### config.mk
export PLATFORM = sky130hd
export DESIGN_NAME = seq_pattern_tx_flat
export DESIGN_NICKNAME = d
export VERILOG_FILES = /design/src/rtl/seq_pattern_tx_if.sv /design/src/rtl/seq_pattern_tx.sv /design/src/flat_wrapper.sv
export SDC_FILE = /design/constraint.sdc
export NUM_CORES = 1
export LEC_CHECK = 0
export ABC_AREA = 1
export BUFFER_PORTS_ARGS = -buffer_cell sky130_fd_sc_hd__buf_2
export CAP_MARGIN = 20
export CORE_MARGIN = 1.5
export CORE_UTILIZATION = 50
export DETAILED_ROUTE_END_ITERATION = 7
export HOLD_SLACK_MARGIN = 0.06
export PLACE_DENSITY = 0.75
export SLEW_MARGIN = 20
export SYNTH_ARGS = -nofsm -noshare
export SYNTH_HDL_FRONTEND = slang
export SYNTH_SLANG_ARGS = --single-unit
### constraint.sdc
create_clock -name clk -period 3.3 [get_ports clk]
set_clock_uncertainty 0.1 [all_clocks]
set_input_delay 0.33 -clock clk [delete_from_list [all_inputs] [get_ports clk]]
set_output_delay 0.33 -clock clk [all_outputs]
set_load 0.05 [all_outputs]
### src/rtl/seq_pattern_tx_if.sv
// Control/data bundle for the serial pattern transmitter.
// The master drives the run controls; the slave (the transmitter) drives the serial line and status.
interface seq_pattern_tx_if #(
  parameter int WIDTH = 4,
  parameter int REP_W = 4
);
  logic             start;
  logic             stop;
  logic [WIDTH-1:0] pat;
  logic [REP_W-1:0] reps;
  logic             dout;
  logic             dout_valid;
  logic             busy;
  logic             done;
  logic [1:0]       current;

  modport master (
    output start, stop, pat, reps,
    input  dout, dout_valid, busy, done, current
  );

  modport slave (
    input  start, stop, pat, reps,
    output dout, dout_valid, busy, done, current
  );
endinterface

### src/rtl/seq_pattern_tx.sv
// Serial pattern transmitter: shifts a latched WIDTH-bit pattern out MSB first,
// repeating it reps times (0 = until stop) with GAP_LEN idle bits between repetitions.
module seq_pattern_tx #(
  parameter int WIDTH   = 4,
  parameter int REP_W   = 4,
  parameter int GAP_LEN = 2
) (
  input  logic            clk,
  input  logic            rst,
  seq_pattern_tx_if.slave bus
);
  localparam int BIT_W = $clog2(WIDTH);
  localparam int GAP_W = (GAP_LEN > 1) ? $clog2(GAP_LEN) : 1;

  localparam logic [BIT_W-1:0] BIT_LAST = BIT_W'(WIDTH - 1);
  localparam logic [BIT_W-1:0] BIT_ONE  = BIT_W'(1);
  localparam logic [REP_W-1:0] REP_ONE  = REP_W'(1);
  localparam logic [GAP_W-1:0] GAP_ONE  = GAP_W'(1);
  localparam logic [GAP_W-1:0] GAP_LAST = (GAP_LEN > 0) ? GAP_W'(GAP_LEN - 1) : '0;

  typedef enum logic [1:0] {
    IDLE = 2'b00,
    SEND = 2'b01,
    GAP  = 2'b10,
    DONE = 2'b11
  } state_t;

  state_t           state_reg, state_next;
  logic [WIDTH-1:0] pat_reg, pat_next;
  logic [WIDTH-1:0] shreg_reg, shreg_next;
  logic [BIT_W-1:0] bit_cnt_reg, bit_cnt_next;
  logic [REP_W-1:0] rep_cnt_reg, rep_cnt_next;
  logic [GAP_W-1:0] gap_cnt_reg, gap_cnt_next;
  logic             stop_reg, stop_next;
  logic             dout_reg, dout_valid_reg, busy_reg, done_reg;

  always_comb begin
    state_next   = state_reg;
    pat_next     = pat_reg;
    shreg_next   = shreg_reg;
    bit_cnt_next = bit_cnt_reg;
    rep_cnt_next = rep_cnt_reg;
    gap_cnt_next = gap_cnt_reg;
    stop_next    = stop_reg;
    unique case (state_reg)
      IDLE: begin
        if (bus.start) begin
          pat_next     = bus.pat;
          shreg_next   = bus.pat;
          rep_cnt_next = bus.reps;
          bit_cnt_next = BIT_LAST;
          stop_next    = 1'b0;
          state_next   = SEND;
        end
      end
      SEND: begin
        shreg_next   = {shreg_reg[WIDTH-2:0], 1'b0};
        bit_cnt_next = bit_cnt_reg - BIT_ONE;
        if (bus.stop) stop_next = 1'b1;
        if (bit_cnt_reg == '0) begin
          // A live stop on the final bit ends the run just like a latched one.
          if (stop_reg || bus.stop || (rep_cnt_reg == REP_ONE)) begin
            state_next = DONE;
          end else begin
            if (rep_cnt_reg != '0) rep_cnt_next = rep_cnt_reg - REP_ONE;
            if (GAP_LEN > 0) begin
              state_next   = GAP;
              gap_cnt_next = GAP_LAST;
            end else begin
              shreg_next   = pat_reg;
              bit_cnt_next = BIT_LAST;
            end
          end
        end
      end
      GAP: begin
        gap_cnt_next = gap_cnt_reg - GAP_ONE;
        if (bus.stop) stop_next = 1'b1;
        if (gap_cnt_reg == '0) begin
          shreg_next   = pat_reg;
          bit_cnt_next = BIT_LAST;
          state_next   = SEND;
        end
      end
      DONE: state_next = IDLE;
      default: state_next = IDLE;
    endcase
  end

  // Outputs are registered from the next-state values so they line up with state_reg.
  always_ff @(posedge clk) begin
    if (rst) begin
      state_reg      <= IDLE;
      pat_reg        <= '0;
      shreg_reg      <= '0;
      bit_cnt_reg    <= '0;
      rep_cnt_reg    <= '0;
      gap_cnt_reg    <= '0;
      stop_reg       <= 1'b0;
      dout_reg       <= 1'b0;
      dout_valid_reg <= 1'b0;
      busy_reg       <= 1'b0;
      done_reg       <= 1'b0;
    end else begin
      state_reg      <= state_next;
      pat_reg        <= pat_next;
      shreg_reg      <= shreg_next;
      bit_cnt_reg    <= bit_cnt_next;
      rep_cnt_reg    <= rep_cnt_next;
      gap_cnt_reg    <= gap_cnt_next;
      stop_reg       <= stop_next;
      dout_reg       <= (state_next == SEND) ? shreg_next[WIDTH-1] : 1'b0;
      dout_valid_reg <= (state_next == SEND);
      busy_reg       <= (state_next == SEND) || (state_next == GAP);
      done_reg       <= (state_next == DONE);
    end
  end

  assign bus.dout       = dout_reg;
  assign bus.dout_valid = dout_valid_reg;
  assign bus.busy       = busy_reg;
  assign bus.done       = done_reg;
  assign bus.current    = state_reg;
endmodule

### src/flat_wrapper.sv
// flat-port wrapper written by rule: the top's interface ports become plain ports
module seq_pattern_tx_flat 
#(
  parameter int WIDTH   = 4,
  parameter int REP_W   = 4,
  parameter int GAP_LEN = 2
)
  (clk, rst, bus_start, bus_stop, bus_pat, bus_reps, bus_dout, bus_dout_valid, bus_busy, bus_done, bus_current);
  seq_pattern_tx_if #(.WIDTH(WIDTH), .REP_W(REP_W)) bus_i ();
  input  logic clk;
  input  logic rst;
  input wire logic [$bits(bus_i.start)-1:0] bus_start;
  input wire logic [$bits(bus_i.stop)-1:0] bus_stop;
  input wire logic [$bits(bus_i.pat)-1:0] bus_pat;
  input wire logic [$bits(bus_i.reps)-1:0] bus_reps;
  output wire logic [$bits(bus_i.dout)-1:0] bus_dout;
  output wire logic [$bits(bus_i.dout_valid)-1:0] bus_dout_valid;
  output wire logic [$bits(bus_i.busy)-1:0] bus_busy;
  output wire logic [$bits(bus_i.done)-1:0] bus_done;
  output wire logic [$bits(bus_i.current)-1:0] bus_current;
  assign bus_i.start = bus_start;
  assign bus_i.stop = bus_stop;
  assign bus_i.pat = bus_pat;
  assign bus_i.reps = bus_reps;
  assign bus_dout = bus_i.dout;
  assign bus_dout_valid = bus_i.dout_valid;
  assign bus_busy = bus_i.busy;
  assign bus_done = bus_i.done;
  assign bus_current = bus_i.current;
  seq_pattern_tx #(.WIDTH(WIDTH), .REP_W(REP_W), .GAP_LEN(GAP_LEN)) u_core (.clk(clk), .rst(rst), .bus(bus_i));
endmodule
### Word-level counts from Yosys, hierarchy flattened

Cells that the tools add are included.

* $add $sub $neg: 3
* equality and inequality tests: 13
* mux-type cells: 22
* bitwise operators: 1
* reduce and logical (&&, ||, !) cells: 17

Operators by type and width (count)
* 4-bit two-way mux: 6
* 4-bit case mux with 3 select lines: 1
* 2-bit two-way mux: 5
* 3-bit AND reduction: 3
* 2-bit equality test (second input constant): 4
* 2-bit case mux with 4 select lines: 1
* 4-bit case mux with 2 select lines: 1
* 2-bit by 1-bit != test with 1-bit output (second input constant): 3
* 2-bit != test (second input constant): 3
* 2-bit case mux with 3 select lines: 1
* 2-bit nonzero test: 3
* 1-bit two-way mux: 5
* 5-bit AND reduction: 1
* 2-bit by 1-bit equality test with 1-bit output (second input constant): 2
* 4-bit by 1-bit equality test with 1-bit output (second input constant): 1
* 2-bit zero test: 2
* 1-bit case mux with 2 select lines: 2
* 4-bit nonzero test: 1
* 2-bit OR reduction: 2
* 4-bit by 1-bit subtractor with 4-bit output (second input constant): 1
* 1-bit logical OR: 3
* 3-bit nonzero test: 1
* 2-bit AND reduction: 1
* 2-bit by 1-bit subtractor with 2-bit output (second input constant): 1
* other kinds (2): 2

* register bits: 22
* bits of input ports: 12
* output and inout port bits: 6
* logic and storage cells: 68

### Depth between registers and ports, before layout

* word-level depth: 8
* mapped depth: 12

### Worst setup path after synthesis

Ideal clock, no wire load.

* path kind: flip-flop to flip-flop
* start: register u_core.state_reg[0] (netlist: u_core.bus.current[0])
* end: register u_core.busy_reg (netlist: u_core.bus.busy)
* setup time: 67 ps
* arrival time: 1914 ps
* required time: 3133 ps
* setup slack: 1219 ps
* cell stages (with the launch flop): 11
* path buffers: 0
* clock period less this slack: 2081 ps
* path through: dfxtp_1 -> inv_1 -> ha_1 -> nand2_1 -> inv_1 -> a211oi_1 -> nand2_1 -> nand2_1 -> inv_1 -> ha_1 -> nor2_1

* word-level cells in the longest chain between the ends: 4
* elaborated cells between the ends (all ways): 11

Ends and longest elaborated chain
* start, declared: RTL line seq_pattern_tx.sv:28 `state_t state_reg, state_next;`
* start signal, assigned: RTL line seq_pattern_tx.sv:105 `state_reg <= state_next;`
* 2-bit equality test (tied with other cells): RTL line seq_pattern_tx.sv:45 `unique case (state_reg)`
* 2-bit case mux with 4 select lines (*): RTL line seq_pattern_tx.sv:45
* net u_core.state_next[0]: RTL line seq_pattern_tx.sv:28
* 2-bit by 1-bit equality test with 1-bit output or 2-bit equality test (tied branches): RTL line seq_pattern_tx.sv:114 `busy_reg <= (state_next == SEND) || (state_next == GAP);`
* 1-bit logical OR (*): RTL line seq_pattern_tx.sv:114
* end signal, assigned: RTL line seq_pattern_tx.sv:114
* end, declared: RTL line seq_pattern_tx.sv:35 `logic dout_reg, dout_valid_reg, busy_reg, done_reg;`

Mark *: on every way through the listed nets, which the timed path passes. The rest lies on a longest branch.
A chain may end at the register's enable or synchronous reset.

### Worst setup path in the final report

* start: register u_core.state_reg[1] (netlist: u_core.bus.current[1])
* end: register u_core.dout_reg (netlist: u_core.bus.dout)

* word-level cells in the longest chain between the ends: 5
* elaborated cells between the ends (all ways): 12

Ends and longest elaborated chain
* 2-bit equality test (tied with other cells): RTL line seq_pattern_tx.sv:45
* 2-bit case mux with 4 select lines (*): RTL line seq_pattern_tx.sv:45
* net u_core.state_next[0]: RTL line seq_pattern_tx.sv:28
* 2-bit by 1-bit equality test with 1-bit output (*): RTL line seq_pattern_tx.sv:112 `dout_reg <= (state_next == SEND) ? shreg_next[WIDTH-1] : 1'b0;`
* 1-bit inverter (no line) (*)
* 2-bit OR reduction (no line) (*)
* end signal, assigned: RTL line seq_pattern_tx.sv:112
* end, declared: RTL line seq_pattern_tx.sv:35

Marks and branches as above.

==> impl_metrics.ini <==
[run_status]
status = completed

[sta]
hold_viol = 0
max_freq_ghz = 0.4735
final_max_slew_viol_count = 0
grt_setup_unrepaired = false
worst_pin_slew_ns = 0.5044
final.min_clock_period_ns = 2.112
slew_headroom_pct = 66.37
finalCritPeriodShare_pct = 64.00
tns_ns = 0
final-setup-viol-count = 0

[final_layout]
final_cells = 210
multi_input_area_um2 = 634.4
nets = 204
drive_above_1_share_pct = 18.13
final_common_cell = nand2_1
fin_area_um2 = 1318
fillers = 226
area_delta_synth_final_pct = 11.90
final_core_util_pct = 59.56
layout_common_cells = 45 x nand2_1, 22 x inv_1, 22 x dfxtp_1
ff_latch_area_um2 = 440.4
diodes = 0

[detailed_routing]
wl_per_cell_um = 11.29
first_pass_iters = 4
drt_wl_total_mm = 2.370
vias = 1026
drt_iter0_drc = 15
via_per_inst = 4.886
drcViolationCount = 0
ant_nets = 0

[pwr]
comb_power_share_pct = 33.1
internal-power_mw = 0.4459
switchingPower_mw = 0.2592
sequentialPowerShare_pct = 45.3
cellLeakagePower_nw = 0.6699
clkPwrFrac_pct = 21.6
p_sw_share_pct = 36.76
ir_drop_mv = 0.3342
power_density_nw_per_um2 = 535.2

[synth]
synth_cells = 164
synth_top_family_by_area = simple AND/OR/NAND/NOR gates
synth_adder_area_share_pct = 9.564
synth_xor_area_share_pct = 0
synth_seq_cells = 22
yosys_warnings = 0
synth_area_um2 = 1177
syn_area_per_cell_um2 = 7.179
yosysTopAreaCell = dfxtp_1
muxShareOfSynthArea_pct = 0
synth.top_cell.area_share_pct = 37.41
ys_types = 27
synth_area_leaders = dfxtp_1 37%, nand2_1 14%, ha_1 9.6%, inv_1 7.0%, nor2_1 5.1%
syn-num-nets = 185
synth_compound_area_share_pct = 12.11
synth-simple-area-share_pct = 32.20
yosysSeqAreaShare_pct = 37.41

[global_route]
grt_pass1_wl_mm = 4.146
grt_util_all_layers_pct = 21.03
grt_remaining_overflow = 0
grt_pass1_vias = 964
grt_max_degree = 16
grt_antenna_before_repair = 0

[worst_setup_path]
critical_path.max_fanout = 15
crit_arrival_ns = 2.26
slowest_delay_ns = 0.49
cp_slowest_cell = ha_1
crit_required_ns = 3.45
worst_path_dominant_cell_family = adder cells
path_cells = inv_1, ha_1, nand3_2, nand2_4, o21ai_1, nand2_1, nand2_1, inv_1, ha_1, nand2_1, a21oi_1
worst-setup-path-type = reg -> reg
path_buf_inv = 2
cpMostUsedCell = nand2_1
end_kind = register
cp-start-kind = register

[cts]
cts_root_buf = clkbuf_4
insertion_delay_ns = 0.31
cts-resized-gates = 0
clock-sinks = 22
cts_tree = yes
clk_pin_slew_ns = 0.12
cts_hold_buffers = 0
cts_max_path_buffers = 2
htree_levels = 1
numCtsBuffers = 3
post_cts_buffers = 0

[placement]
gp_congestion = 0.8561
dp.cells = 206
hpwl_mm = 1.819
dpl-instance-area_um2 = 1281
portBuffers = 17

[floorplan]
die_y_um = 51.53
initial_core_util_pct = 53.22
fp.dieW_um = 51.53
core_area_um2 = 2212
num_rows = 17
dieArea_um2 = 2655
ios = 18

[job]
cap_violations = 0

[hold_path]
hp-class = in -> reg
==> layer usage <==
metal / wire, um / vias up / part of all wire, % / track usage [%]
met4: 43 / 0 / 1.8 / 9.211
met1: 1131 / 460 / 48 / 25.64
li1: - / 551 / - / -
met2: 1142 / 11 / 48 / 36.32
met5: 0 / - / 0 / 0
met3: 52 / 4 / 2.2 / 3.448
==> logic make-up after synthesis <==
group / count (synthesis)
adders and majority gates: 9
DFF: 22
AOI/OAI and AO/OA: 25
buffers and inverters: 26
and+or+nand+nor: 82
==> cell usage after synthesis (all sizes together) <==
master / n
nand2: 50
inv: 23
dfxtp: 22
nor2: 19
nand3: 10
o21ai: 10
ha: 9
a21oi: 8
a31oi: 3
buf: 2
nor3: 2
a211oi: 1
clkbuf: 1
o211ai: 1
o21bai: 1
o31ai: 1
or2: 1
==> worst paths after layout <==
kind                                                       start                        endpoint  slack (ns)  cells past startpoint
worst max-delay path            u_core.bus.current[1]$_SDFF_PP0_      u_core.bus.dout$_SDFF_PP0_        1.19                     11
worst min-delay path                                  bus_pat[3]  u_core.pat_reg[3]$_SDFFE_PP0P_        0.18                      3
worst max register to register  u_core.bus.current[1]$_SDFF_PP0_      u_core.bus.dout$_SDFF_PP0_        1.19                     11
worst min register to register      u_core.stop_reg$_SDFFE_PP0P_    u_core.stop_reg$_SDFFE_PP0P_        0.36                      2
==> power groups by stage <==
| stage | sequential, mW | combinational [mW] | clock (mW) |
|---|---|---|---|
| floorplan | 0.347 | 0.164 | 0 |
| global placement | 0.324 | 0.227 | 0 |
| detailed placement | 0.325 | 0.234 | 0 |
| CTS | 0.319 | 0.235 | 0.154 |
| global route | 0.324 | 0.266 | 0.170 |
| finish | 0.319 | 0.234 | 0.152 |
==> through the flow <==
step | power [mW] | setup WS, ns | hold WS, ns
3_3_place_gp | 0.5504 | 1.329 | 0.3347
4_1_cts | 0.7081 | 1.189 | 0.1836
3_5_place_dp | 0.5594 | 1.224 | 0.3426
5_1_grt | 0.7602 | 0.9603 | 0.1743
2_1_floorplan | 0.5117 | 1.219 | 0.3226
6_report | 0.7051 | 1.188 | 0.1795
==> cell type report <==
| type | count | area share, % |
|---|---|---|
| Clock buffer | 4 | 2.754 |
| Inverter | 23 | 6.553 |
| Multi-Input combinational cell | 116 | 48.15 |
| Sequential cell | 22 | 33.43 |
| Tap cell | 28 | 2.659 |
| Timing Repair Buffer | 17 | 6.458 |
==> worst reg2reg max path, cell delays in order (launching register included) <==
cell     delay, ns
dfxtp_1       0.36
inv_1         0.12
ha_1          0.49
nand3_2       0.19
nand2_4       0.16
o21ai_1       0.08
nand2_1       0.06
nand2_1       0.06
inv_1         0.08
ha_1          0.15
nand2_1       0.08
a21oi_1       0.13
No activity file was read; power rests on OpenSTA's default activity.
